==> config.mk <==
export PLATFORM = sky130hd
export DESIGN_NAME = lsu_mem_ctrl
export DESIGN_NICKNAME = d
export VERILOG_FILES = /design/src/rtl/lsu_mem_ctrl.sv
export SDC_FILE = /design/constraint.sdc
export NUM_CORES = 1
export LEC_CHECK = 0
export ABC_AREA = 0
export ABC_CLOCK_PERIOD_IN_PS = 2000
export CORE_UTILIZATION = 43
export CTS_BUF_LIST = sky130_fd_sc_hd__clkbuf_16
export CTS_CLUSTER_SIZE = 24
export DETAILED_ROUTE_END_ITERATION = 8
export PLACE_DENSITY = 0.81
export RECOVER_POWER = 25
export SKIP_CTS_REPAIR_TIMING = 1
export SLEW_MARGIN = 25
export SYNTH_ARGS = -nofsm -noshare
export SYNTH_HDL_FRONTEND = slang
export SYNTH_SLANG_ARGS = --single-unit
==> constraint.sdc <==
create_clock -name clk -period 2 [get_ports clk]
set_clock_uncertainty 0.1 [all_clocks]
set_input_delay 0.5 -clock clk [delete_from_list [all_inputs] [get_ports clk]]
set_output_delay 0.5 -clock clk [all_outputs]
set_load 0.05 [all_outputs]
==> src/rtl/lsu_mem_ctrl.sv <==
// Load/store initiator between the execute stage and a word-only data memory.
// Byte, halfword and word requests arrive in RV32I funct3 encoding. Only
// aligned word accesses are issued to memory. SB/SH use read-modify-write.
// Load data is sign- or zero-extended. Illegal or misaligned requests
// complete as faults and never write memory.
//
// Ports:
//   clk, rst_n            clock, asynchronous active-low reset
//   req_valid/req_ready   request handshake (ready only in IDLE)
//   req_we, req_funct3    store flag and width code (0 B, 1 H, 2 W, 4 BU, 5 HU)
//   req_addr, req_wdata   byte address and store data
//   resp_valid            single-cycle completion pulse
//   resp_rdata            extended load data (0 for stores and faults)
//   resp_fault            illegal/misaligned flag, qualified by resp_valid
//   mem_we, mem_addr      word write enable and word-aligned address
//   mem_wd, mem_rd        write data and combinational read data
module lsu_mem_ctrl #(
   parameter int unsigned ADDR_W = 32
) (
   input  logic              clk,
   input  logic              rst_n,
   input  logic              req_valid,
   output logic              req_ready,
   input  logic              req_we,
   input  logic [2:0]        req_funct3,
   input  logic [ADDR_W-1:0] req_addr,
   input  logic [31:0]       req_wdata,
   output logic              resp_valid,
   output logic [31:0]       resp_rdata,
   output logic              resp_fault,
   output logic              mem_we,
   output logic [ADDR_W-1:0] mem_addr,
   output logic [31:0]       mem_wd,
   input  logic [31:0]       mem_rd
);

   typedef enum logic [1:0] {IDLE, ACCESS, MERGE_WR, RESP} state_t;

   state_t              state_q, state_d;
   logic                we_q;
   logic [2:0]          f3_q;
   logic [ADDR_W-1:0]   addr_q;
   logic [31:0]         wdata_q;
   logic [31:0]         merge_q;
   logic [31:0]         rdata_q;
   logic                fault_q;

   logic                req_ok;
   logic                legal;
   logic                aligned;
   logic [7:0]          byte_sel;
   logic [15:0]         half_sel;
   logic [31:0]         load_ext;
   logic [31:0]         merge_word;
   logic [ADDR_W-1:0]   word_addr;

   assign resp_rdata = rdata_q;

   // Next state, memory port decode, request checks and lane datapath
   always_comb begin
      state_d    = state_q;
      req_ready  = 1'b0;
      resp_valid = 1'b0;
      resp_fault = 1'b0;
      mem_we     = 1'b0;
      mem_addr   = '0;
      mem_wd     = '0;
      word_addr  = {addr_q[ADDR_W-1:2], 2'b00};

      legal = req_we ? (req_funct3 inside {3'd0, 3'd1, 3'd2})
                     : (req_funct3 inside {3'd0, 3'd1, 3'd2, 3'd4, 3'd5});
      case (req_funct3[1:0])
         2'd1:    aligned = ~req_addr[0];
         2'd2:    aligned = (req_addr[1:0] == 2'b00);
         default: aligned = 1'b1;
      endcase
      req_ok = legal & aligned;

      case (addr_q[1:0])
         2'd0:    byte_sel = mem_rd[7:0];
         2'd1:    byte_sel = mem_rd[15:8];
         2'd2:    byte_sel = mem_rd[23:16];
         default: byte_sel = mem_rd[31:24];
      endcase
      half_sel = addr_q[1] ? mem_rd[31:16] : mem_rd[15:0];

      case (f3_q)
         3'd0:    load_ext = {{24{byte_sel[7]}}, byte_sel};
         3'd1:    load_ext = {{16{half_sel[15]}}, half_sel};
         3'd4:    load_ext = {24'd0, byte_sel};
         3'd5:    load_ext = {16'd0, half_sel};
         default: load_ext = mem_rd;
      endcase

      // Replace the target lane of the fetched word with the store data
      merge_word = mem_rd;
      if (f3_q[1:0] == 2'd0) begin
         case (addr_q[1:0])
            2'd0:    merge_word[7:0]   = wdata_q[7:0];
            2'd1:    merge_word[15:8]  = wdata_q[7:0];
            2'd2:    merge_word[23:16] = wdata_q[7:0];
            default: merge_word[31:24] = wdata_q[7:0];
         endcase
      end else if (addr_q[1]) begin
         merge_word[31:16] = wdata_q[15:0];
      end else begin
         merge_word[15:0]  = wdata_q[15:0];
      end

      case (state_q)
         IDLE: begin
            req_ready = 1'b1;
            if (req_valid) state_d = req_ok ? ACCESS : RESP;
         end
         ACCESS: begin
            mem_addr = word_addr;
            if (we_q && f3_q[1:0] == 2'd2) begin
               mem_we  = 1'b1;
               mem_wd  = wdata_q;
               state_d = RESP;
            end else if (we_q) begin
               state_d = MERGE_WR;
            end else begin
               state_d = RESP;
            end
         end
         MERGE_WR: begin
            mem_addr = word_addr;
            mem_we   = 1'b1;
            mem_wd   = merge_q;
            state_d  = RESP;
         end
         RESP: begin
            resp_valid = 1'b1;
            resp_fault = fault_q;
            state_d    = IDLE;
         end
         default: state_d = IDLE;
      endcase
   end

   // State register and request/result capture
   always_ff @(posedge clk or negedge rst_n) begin
      if (!rst_n) begin
         state_q <= IDLE;
         we_q    <= 1'b0;
         f3_q    <= 3'd0;
         addr_q  <= '0;
         wdata_q <= '0;
         merge_q <= '0;
         rdata_q <= '0;
         fault_q <= 1'b0;
      end else begin
         state_q <= state_d;
         case (state_q)
            IDLE: begin
               if (req_valid) begin
                  we_q    <= req_we;
                  f3_q    <= req_funct3;
                  addr_q  <= req_addr;
                  wdata_q <= req_wdata;
                  fault_q <= ~req_ok;
                  if (!req_ok) rdata_q <= '0;
               end
            end
            ACCESS: begin
               if (!we_q)                      rdata_q <= load_ext;
               else if (f3_q[1:0] == 2'd2)     rdata_q <= '0;
               else                            merge_q <= merge_word;
            end
            MERGE_WR: rdata_q <= '0;
            default: ;
         endcase
      end
   end

endmodule
After elaboration in Yosys (flattened, before gate mapping)
Index checks and enable logic that the tools add are counted.
W data, S select, Z words.
{ "totals": {"wordCells": 75, "register_bits": 135, "out_inout_bits": 100, "in_bits": 103} }
{ "classes": {"reduce_logical": 15, "n_eq_ne": 18, "bitwise": 4, "mux": 30} }
{ "op_table": {"columns": ["operator", "count"], "rows": [
  ["$mux W32", 7],
  ["$pmux W32 S4", 1],
  ["$pmux W32 S3", 1],
  ["$pmux W32 S2", 1],
  ["$mux W16", 3],
  ["$mux W8", 4],
  ["$pmux W8 S3", 1],
  ["$eq A3 B3 Y1 const B", 4],
  ["$eq A2 B2 Y1 const B", 5],
  ["$logic_not A2 Y1", 4],
  ["$pmux W2 S4", 1],
  ["$mux W1", 7],
  ["$eq A2 B1 Y1 const B", 3],
  ["$eq A3 B1 Y1 const B", 2],
  ["$logic_not A3 Y1", 2],
  ["$reduce_bool A3 Y1", 2],
  ["$reduce_bool A5 Y1", 1],
  ["$mux W2", 2],
  ["$ne A2 B2 Y1 const B", 2],
  ["$pmux W1 S2", 2],
  ["$reduce_and A4 Y1", 1],
  ["$eq A3 B2 Y1 const B", 1],
  ["$ne A3 B3 Y1 const B", 1],
  ["$not A1 Y1", 3],
  ["other kinds (6)", 6]
]} }

Depth between registers and ports, before layout
Gate-level depths: netlist (run 1).
{ "depth": {"word_depth": 7, "ltp_mapped": 9, "mapped_depth_nobuf": 7} }

Worst setup path before layout (run 1)
Ideal clock, no wire load.
{ "synth_path": {"path_type": "register -> output", "start": "register state_q[1]", "end": "output port mem_wd[22]", "path_buffers": 1, "arrival_ns": 2.016, "path_stages_with_launch": 8, "t_required_ns": 1.400, "slack_ns": -0.616, "cell_sequence": "dfrtp_1 inv_1 ha_1 nand2_1 nor2_1 buf_2 a22oi_1 nor2b_1"} }
{ "synth_between": {"elab_chain_cells": 2, "elab_cells_between_ends": 3, "classes_between": "eq/ne: 2; mux: 1"} }
{ "synth_rtl": {"columns": ["item", "line", "rtl"], "rows": [
  ["from (decl)", "39", "state_t state_q, state_d;"],
  ["from (signal assigned)", "154", "state_q <= state_d;"],
  ["$eq A2 B2 Y1 / $eq A2 B1 Y1 (equally long branches)", "110", "case (state_q)"],
  ["$pmux W32 S2 *", "110", null],
  ["to (decl)", "33", "output logic [31:0] mem_wd,"]
]} }
Every way passes the cells marked *; elsewhere a longest branch is shown, timed or not.

Worst setup path after layout (run 1)
{ "layout_path": {"start": "register state_q[0]", "end": "output port mem_wd[1]"} }
The elaborated chain is that of the path after synthesis.

==> flow_metrics.py, run 1 <==
metrics = {
    "global_route": {
        "grt_max_degree": 65,
        "grt_pass1_wl_um": 33500,
        "gr-total-overflow": 0,
        "grt_util_all_layers": 0.268,
        "grt_pass1_vias": 6176,
        "antenna_found_initial": 0,
    },
    "power_and_ir_drop": {
        "combinationalPowerShare": 0.673,
        "finalPower_mw": 25.4,
        "p_sw_frac": 0.440,
        "intPower_mw": 14.2,
        "power_leakage_nw": 5.07,
        "worst_ir_drop_vdd_mv": 1.60,
        "p_seq_frac": 0.204,
        "power_switching_mw": 11.2,
        "power_density_nw_per_um2": 2160,
        "clkPwrFrac": 0.122,
    },
    "clock_network": {
        "cts_root_buf": "clkbuf_16",
        "clkLatencyLatePin_ns": 0.43,
        "cts_buffer_depth": 2,
        "clock_sinks": 135,
        "path_clk_slew_ns": 0.06,
        "numCtsBuffers": 17,
        "cts_tree": "done",
        "htree_levels": 4,
    },
    "yosys": {
        "synth.avg_cell_area_sq_um": 10.3,
        "yosys_register_bits": 135,
        "ys_seq_area_frac": 0.491,
        "yosys_warnings": 0,
        "ys.flop_type": "dfrtp_1",
        "synth_edf_count": 0,
        "synth.distinct_cells": 41,
        "syn_area_sq_um": 6880,
        "synth_cells": 671,
        "async_reset_ff_frac": 1.00,
    },
    "setup_path": {
        "endpoint_kind": "output pin",
        "path_class": "reg2out",
        "worstPathArrival_ns": 1.92,
        "path_max_fanout": 12,
        "r2r_slack_ns": 0,
        "worstPathRequired_ns": 1.40,
        "critPathLaunchType": "flop",
    },
    "sta": {
        "period_minus_slack_ns": 2.52,
        "finalSetupViolations": 66,
        "fin_crit_sh": 1.26,
        "hold_violations": 0,
        "layout_setup_ws_ns": -0.517,
        "tightest_slew_ns": 1.18,
        "rsz0062_at_grt": "true",
        "fmax_mhz": 397,
        "max_slew_margin": 0.213,
        "slew_viol_final": 0,
        "hold-worst-slack_ns": 0.370,
    },
    "floorplan": {
        "die_h_um": 128,
        "start_util": 0.446,
        "die_area_sq_um": 16500,
        "core_area_sq_um": 15400,
        "ios": 203,
        "num_rows": 45,
        "die_width_um": 128,
    },
    "routing": {
        "first_iter_violations": 504,
        "num_vias": 6478,
        "first_pass_iters": 5,
        "wirelength_um": 23600,
        "via_per_inst": 5.65,
        "routedWlPerCell_um": 20.6,
        "drc": 0,
        "drtAntennaViolNets": 0,
    },
    "cells_and_area": {
        "fillerInstances": 982,
        "final_nets": 1033,
        "diodes": 0,
        "final_layout_size_suffix_gt1_frac": 0.440,
        "fin_area_sq_um": 11700,
        "areaGrowthSynthToFinish_pct": 70.5,
    },
    "flow_run": {
        "drv_cap": 0,
    },
    "status": {
        "status": "finished with violations",
        "violations": "setup timing",
    },
    "placed_design": {
        "dp_hpwl_um": 15900,
        "place_area_sq_um": 10600,
        "gp_congestion": 0.934,
        "port_buffers": 200,
    },
    "worst_hold_path": {
        "hold_path.class": "in2reg",
    },
}
==> kinds of logic after synthesis <==
logic type,Yosys count,share of synthesized area
compound gates,164,0.158
fa+ha+maj,8,0.0146
flops,135,0.491
simple gates,212,0.149
buf+inv,59,0.0389
other cells,1,0.000545
mux,92,0.149
==> path summary, 6_finish.rpt <==
check	from	end	cells past startpoint
min in group asynchronous	rst_n	resp_rdata[29]$_DFFE_PN0P_	2
worst min-delay path	req_funct3[0]	f3_q[0]$_DFFE_PN0P_	3
worst max-delay path	state_q[0]$_DFFE_PN0N_	mem_wd[1]	8
worst min register to register	resp_rdata[9]$_DFFE_PN0P_	resp_rdata[9]$_DFFE_PN0P_	2
max in group asynchronous	rst_n	merge_q[18]$_DFFE_PN0P_	3
worst max register to register	f3_q[0]$_DFFE_PN0P_	resp_rdata[5]$_DFFE_PN0P_	6
==> power by group through the flow <==
| stage | clock network [mW] | logic [mW] | registers [mW] |
|---|---|---|---|
| after floorplan | 0 | 8.56 | 5.61 |
| after detailed placement | 0 | 15.3 | 5.03 |
| after global placement | 0 | 15.0 | 4.97 |
| final | 3.10 | 17.1 | 5.18 |
| after CTS | 3.11 | 15.4 | 5.01 |
| after global routing | 3.25 | 17.8 | 5.31 |
==> layer usage <==
metal	part of all wire	global-route usage	vias up	routed length, um
met5	0	0	-	0
met4	0.026	0.0920	0	621
met3	0.087	0.0869	52	2050
met2	0.51	0.449	334	12000
met1	0.38	0.324	3200	8940
li1	-	-	2892	-
==> area by class of cell <==
cell class                 instances  area (sq um)  share of cell area
clock buffer                      17           425              0.0363
clock inverter                    15           151              0.0129
inverter                           6          25.0             0.00213
multi-input combinational        478          3870               0.330
sequential                       135          3380               0.288
tap                              211           264              0.0225
timing repair buffer             284          3610               0.308
==> metrics by stage <==
step / setup WS (ns) / utilization / instances / TNS (ns)
2_1_floorplan: -0.129 / - / 672 / -2.71
3_3_place_gp: -0.539 / 0.685 / 1098 / -22.68
3_5_place_dp: -0.608 / 0.685 / 1098 / -25.53
4_1_cts: -0.619 / 0.722 / 1130 / -38.21
5_1_grt: -0.560 / 0.760 / 1146 / -32.16
6_report: -0.517 / 0.760 / 1146 / -27.06
==> sequential cells by signal (all words and copies together) (netlist names) <==
signal,flops
addr_q,32
merge_q,32
resp_rdata,32
wdata_q,32
f3_q,3
state_q,2
fault_q,1
we_q,1
==> critical path, stage by stage (launching register included) <==
cell	delay (ns)
dfrtp_2	0.46
ha_4	0.19
nand2_4	0.06
nor2_4	0.04
buf_12	0.14
buf_12	0.15
a22oi_2	0.21
nor2b_4	0.07
buf_12	0.15
==> layout by cell type, fill, tap and decap left out, drive strengths merged, types with 4 or more instances in the layout <==
cell / netlist / layout
buf: 25 / 174
o221ai: 6 / 6
a211oi: 6 / 6
nand2b: 4 / 4
nor3: 8 / 8
nor2: 32 / 32
mux2i: 20 / 20
a31oi: 22 / 22
clkinv: 1 / 8
inv: 5 / 8
o31ai: 6 / 6
o22ai: 16 / 16
a32o: 6 / 6
o21ai: 56 / 56
mux2: 71 / 71
clkdlybuf4s50: 0 / 99
clkbuf: 28 / 25
ha: 8 / 8
and2: 32 / 32
nor2b: 40 / 40
a22oi: 33 / 33
dfrtp: 135 / 135
nand2: 92 / 92
==> Yosys cell counts (2+ instances only) <==
cell      count  area share
mux2_2       71        0.12
buf_1         2      0.0011
nand2_1      92       0.050
dfrtp_1     135        0.49
o21a_1        3      0.0033
nand2b_1      3      0.0027
mux2i_1      20       0.029
a22o_1        3      0.0038
buf_4         7      0.0076
o31ai_1       6      0.0065
nor3_1        7      0.0051
nand3_1       2      0.0015
o21ai_1       5      0.0036
nor2b_1      40       0.036
a22oi_1      33       0.036
a21oi_1       3      0.0022
clkbuf_1     28       0.015
a211oi_1      6      0.0065
nor2_2        2      0.0018
and2_1       32       0.029
inv_1         5      0.0027
buf_2        16       0.012
o221ai_1      6      0.0076
a32o_1        6      0.0087
ha_1          8       0.015
nor2_1       30       0.016
o22ai_1      16       0.015
o21ai_0      50       0.036
a31oi_1      22       0.020
Note: power is estimated with default switching activity, not from simulation.
==> run 2, diff against run 1 <==
PLACE_DENSITY = 0.83   (was 0.81)
REMOVE_ABC_BUFFERS = 1   (was not set)
==> run 2 against run 1 <==
Fmax down 2.9%. Combinational power down 4%. Count of clock-buffer cells in the layout unchanged. Register-to-register slack worse by 0.05 ns. Final cell count down 0.61%. Die area unchanged. The run still ends with setup timing left. Flip-flop and latch count unchanged. Utilization down 1.3 points. Cell area down 1.7%. Hold slack worse by 0.0068 ns.
==> flow_metrics.py, run 2 (same netlist as run 1, synthesis figures left out) <==
metrics = {
    "cells_and_area": {
        "final_layout_size_suffix_gt1_frac": 0.428,
        "fin_util": 0.748,
        "fillerInstances": 1017,
        "areaGrowthSynthToFinish_pct": 67.7,
        "layout_common_cells": "dfrtp_1 (134), clkdlybuf4s50_1 (99), nand2_1 (88), buf_4 (79), buf_12 (76)",
        "diodes": 0,
        "layout_commonest_cell": "dfrtp_1",
        "final_nets": 1027,
    },
    "floorplan": {
        "die_area_sq_um": 16500,
        "start_util": 0.446,
        "core_area_sq_um": 15400,
        "die_h_um": 128,
        "ios": 203,
        "num_rows": 45,
        "die_width_um": 128,
    },
    "sta": {
        "tightest_slew_ns": 0.628,
        "rsz0062_at_grt": "true",
        "fmax_mhz": 386,
        "slew_viol_final": 0,
        "layout_setup_ws_ns": -0.592,
        "setup_tns_ns": -33.73,
        "max_slew_margin": 0.581,
        "hold_violations": 0,
        "period_minus_slack_ns": 2.59,
        "fin_crit_sh": 1.30,
        "finalSetupViolations": 73,
    },
    "global_route": {
        "grt_pass1_wl_um": 32900,
        "grt_pass1_vias": 6107,
        "grt_max_degree": 65,
        "gr-total-overflow": 0,
        "antenna_found_initial": 0,
        "grt_util_all_layers": 0.263,
    },
    "routing": {
        "first_pass_iters": 8,
        "drtAntennaViolNets": 0,
        "wl_met1_um": 9590,
        "wirelength_um": 24700,
        "first_iter_violations": 528,
        "num_vias": 6616,
        "dr_wl_met2_um": 12200,
        "top_layer": "met4",
        "met3_length_um": 2250,
        "routedWlPerCell_um": 21.7,
        "drc": 0,
        "via_per_inst": 5.81,
    },
    "flow_run": {
        "drv_cap": 0,
    },
    "status": {
        "violations": "setup timing",
        "status": "finished with violations",
    },
    "setup_path": {
        "path_common_cell": "buf_12",
        "worst_path_largest_cell_delay_ns": 0.40,
        "critPathTopFamily": "buffers and inverters",
        "critPathLaunchType": "flop",
        "worstPathRequired_ns": 1.40,
        "worstPathArrival_ns": 1.99,
        "path_max_fanout": 15,
        "path_buf_inv": 4,
        "endpoint_kind": "output pin",
        "worstPathCellList": "inv_2, buf_4, ha_4, buf_12, nor2b_2, buf_12",
        "crit_slowest_cell": "ha_4",
        "path_class": "reg2out",
    },
    "clock_network": {
        "path_clk_slew_ns": 0.06,
        "clkLatencyLatePin_ns": 0.43,
        "cts_buffer_depth": 2,
        "clock_sinks": 135,
        "cts_root_buf": "clkbuf_16",
        "cts_tree": "done",
        "htree_levels": 4,
        "numCtsBuffers": 17,
    },
    "power_and_ir_drop": {
        "finalPower_mw": 25.0,
        "power_density_nw_per_um2": 2160,
        "power_leakage_nw": 4.94,
        "worst_ir_drop_vdd_mv": 1.34,
    },
    "worst_hold_path": {
        "hold_path.class": "in2reg",
    },
    "placed_design": {
        "gp_congestion": 0.920,
        "dp_hpwl_um": 15200,
        "port_buffers": 200,
    },
}
## run 2: changes by cell type in the layout (fill, tap and decap cells not counted), moves of 5 or more
cell / change
o31ai_1: -6
nor2b_2: +30
and2_1: +8
buf_12: -9
and2_4: -8
clkbuf_16: +5
a22oi_2: -11
a22oi_1: +11
nor2b_4: -28
## run 2: final cells by class
type | count | area, sq um | area share
Sequential cell | 135 | 3380 | 0.293
Inverter | 6 | 22.5 | 0.00195
Multi-Input combinational cell | 478 | 3730 | 0.323
Clock inverter | 14 | 184 | 0.0159
Clock buffer | 17 | 425 | 0.0369
Tap cell | 211 | 264 | 0.0229
Timing Repair Buffer | 278 | 3530 | 0.306
## run 2: worst paths after layout
check	startpoint	end	slack, ns	depth (start not counted)
worst max-delay path	state_q[1]$_DFFE_PN0N_	mem_wd[4]	-0.59	6
worst min-delay path	req_funct3[0]	f3_q[0]$_DFFE_PN0P_	0.36	3
worst max register to register	state_q[1]$_DFFE_PN0N_	resp_rdata[9]$_DFFE_PN0P_	-0.05	8
worst min register to register	merge_q[11]$_DFFE_PN0P_	merge_q[11]$_DFFE_PN0P_	0.39	2
max in group asynchronous	rst_n	state_q[0]$_DFFE_PN0N_	0.21	3
min in group asynchronous	rst_n	addr_q[3]$_DFFE_PN0P_	0.53	2
## run 2: per-stage QoR
| step | area (sq um) | worst slack (ns) | instances | hold WS, ns |
|---|---|---|---|---|
| 2_1_floorplan | 6640 | -1.42 | 619 | 0.104 |
| 3_3_place_gp | 10100 | -0.512 | 1086 | 0.277 |
| 3_5_place_dp | 10100 | -0.604 | 1086 | 0.279 |
| 4_1_cts | 10700 | -0.688 | 1117 | -0.167 |
| 5_1_grt | 11500 | -0.641 | 1139 | 0.365 |
| 6_report | 11500 | -0.592 | 1139 | 0.363 |
## run 2: layer usage
| metal | global-route usage | vias up |
|---|---|---|
| li1 | - | 2879 |
| met1 | 0.336 | 3286 |
| met2 | 0.437 | 380 |
| met3 | 0.0657 | 71 |
| met4 | 0.0907 | 0 |
| met5 | 0 | - |
## run 2: worst reg2reg max path, stage by stage (launching register included)
cell      delay, ns
dfrtp_1        0.36
inv_2          0.08
buf_4          0.14
ha_4           0.15
nor2b_4        0.13
a311oi_4       0.35
o21ai_4        0.20
buf_12         0.20
o31ai_2        0.25
## run 2: power breakdown
part / switching, mW / internal [mW]
Combinational: 8.74 / 7.78
Clock: 1.23 / 2.06
Sequential: 1.08 / 4.08
==> run 3, diff against run 2 <==
CORE_MARGIN = 10   (was not set)
==> run 3 against run 2 <==
Register-to-register slack better by 0.03 ns. Die area grew 30%. Power rose by 0.95%. The run still ends with setup timing left. Largest cell class unchanged. Final cell count grew 1.2%. Non-clock buffer count increased by 5. Fmax is 1.2% lower. Worst setup slack got worse by 0.031 ns. Hold slack got worse by 0.014 ns. Combinational power up 2%. Sequential power is essentially flat. Flip-flop and latch count unchanged. Critical path depth increased by 1.
==> flow_metrics.py, run 3 (same netlist as run 1, synthesis figures left out) <==
metrics = {
    "floorplan": {
        "ios": 203,
        "die_area_sq_um": 21500,
        "die_width_um": 146,
        "core_area_sq_um": 15800,
        "start_util": 0.436,
        "num_rows": 46,
        "die_h_um": 146,
    },
    "flow_run": {
        "drv_cap": 0,
    },
    "sta": {
        "slew_viol_final": 0,
        "max_slew_margin": 0.492,
        "rsz0062_at_grt": "true",
        "setup_tns_ns": -34.06,
        "fmax_mhz": 381,
        "hold_violations": 0,
        "layout_setup_ws_ns": -0.623,
        "tightest_slew_ns": 0.762,
        "finalSetupViolations": 71,
        "period_minus_slack_ns": 2.62,
        "fin_crit_sh": 1.31,
    },
    "clock_network": {
        "cts_buffer_depth": 2,
        "clkLatencyLatePin_ns": 0.43,
        "htree_levels": 4,
        "path_clk_slew_ns": 0.06,
        "numCtsBuffers": 17,
        "clock_sinks": 135,
        "cts_tree": "done",
        "cts_root_buf": "clkbuf_16",
    },
    "routing": {
        "drc": 0,
        "first_pass_iters": 5,
        "num_vias": 6495,
        "drtAntennaViolNets": 0,
        "routedWlPerCell_um": 22.7,
        "via_per_inst": 5.63,
        "first_iter_violations": 535,
        "wirelength_um": 26200,
    },
    "power_and_ir_drop": {
        "combinationalPowerShare": 0.670,
        "worst_ir_drop_vdd_mv": 1.50,
        "clkPwrFrac": 0.126,
        "power_leakage_nw": 4.97,
        "power_switching_mw": 11.1,
        "p_sw_frac": 0.441,
        "p_seq_frac": 0.204,
        "intPower_mw": 14.1,
        "power_density_nw_per_um2": 2190,
    },
    "global_route": {
        "gr-total-overflow": 0,
        "grt_util_all_layers": 0.206,
        "grt_max_degree": 65,
        "antenna_found_initial": 3,
        "grt_pass1_wl_um": 35400,
        "grt_pass1_vias": 6362,
    },
    "cells_and_area": {
        "layout_common_cells": "dfrtp_1 (133), clkdlybuf4s50_1 (99), nand2_1 (89), buf_4 (82), buf_12 (73)",
        "multiInputGateArea_sq_um": 3660,
        "fin_area_sq_um": 11500,
        "final_nets": 1032,
        "fillerInstances": 1077,
        "areaGrowthSynthToFinish_pct": 67.6,
        "final_layout_size_suffix_gt1_frac": 0.422,
        "seq_area_sq_um": 3380,
        "fin_util": 0.731,
        "layout_commonest_cell": "dfrtp_1",
    },
    "setup_path": {
        "worstPathRequired_ns": 1.40,
        "path_max_fanout": 14,
        "worst_path_largest_cell_delay_ns": 0.37,
        "worstPathCellList": "inv_2, buf_4, ha_4, buf_12, buf_12, nor2b_2, buf_12",
        "path_common_cell": "buf_12",
        "endpoint_kind": "output pin",
        "critPathLaunchType": "flop",
        "path_class": "reg2out",
        "crit_slowest_cell": "dfrtp_1",
        "worstPathArrival_ns": 2.02,
        "path_buf_inv": 5,
        "r2r_slack_ns": -0.02,
        "critPathTopFamily": "buffers and inverters",
    },
    "placed_design": {
        "port_buffers": 200,
        "place_area_sq_um": 10100,
        "gp_congestion": 0.916,
        "dp_hpwl_um": 17100,
    },
    "worst_hold_path": {
        "hold_path.class": "in2reg",
    },
    "status": {
        "violations": "setup timing",
        "status": "finished with violations",
    },
}
## run 3: cell count changes in the layout (fill, tap and decap cells not counted), moves of 5 or more
cell     before  now
a22oi_1      11   16
a22oi_2      22   17
and2_1        9    1
and2_4       23   31
o31ai_1       0    6
## run 3: layout make-up
class	instances	area share
tap	216	0.0234
antenna	3	0.000651
inverter	6	0.00195
sequential	135	0.293
timing repair buffer	283	0.312
clock inverter	15	0.0140
multi-input combinational	478	0.318
clock buffer	17	0.0369
## run 3: metrics by stage
step | setup WS (ns) | total power, mW | hold WS (ns) | std cells
5_1_grt | -0.669 | 26.3 | 0.371 | 1151
2_1_floorplan | -1.42 | 12.7 | 0.104 | 619
4_1_cts | -0.677 | 22.5 | -0.243 | 1126
3_5_place_dp | -0.612 | 19.3 | 0.208 | 1094
3_3_place_gp | -0.524 | 18.9 | 0.207 | 1094
6_report | -0.623 | 25.2 | 0.349 | 1153
## run 3: metal layers
metal / vias to the layer above / GRT usage / part of all wire
met5: - / 0 / 0
met4: 0 / 0.0621 / 0.020
met1: 3231 / 0.241 / 0.38
met2: 320 / 0.344 / 0.50
li1: 2897 / - / -
met3: 47 / 0.0748 / 0.092
## run 3: tightest hold or removal path, cell delays in order
cell            delay, ns
dlymetal6s2s_1       0.14
inv_2                0.10
o21ai_0              0.09
## run 3: final timing paths
path,to,from,cells past startpoint
worst max-delay path,mem_wd[5],state_q[1]$_DFFE_PN0N_,7
worst min-delay path,f3_q[0]$_DFFE_PN0P_,req_funct3[0],3
worst max register to register,resp_rdata[1]$_DFFE_PN0P_,state_q[1]$_DFFE_PN0N_,10
worst min register to register,resp_rdata[11]$_DFFE_PN0P_,resp_rdata[11]$_DFFE_PN0P_,2
max in group asynchronous,wdata_q[0]$_DFFE_PN0P_,rst_n,3
min in group asynchronous,addr_q[31]$_DFFE_PN0P_,rst_n,2
## run 3: power groups by stage
stage | Sequential, mW | Clock [mW] | Combinational, mW
finish | 5.15 | 3.17 | 16.9
global route | 5.29 | 3.33 | 17.7
CTS | 4.99 | 3.17 | 14.3
detailed placement | 5.02 | 0 | 14.2
global placement | 4.96 | 0 | 13.9
floorplan | 5.69 | 0 | 7.01
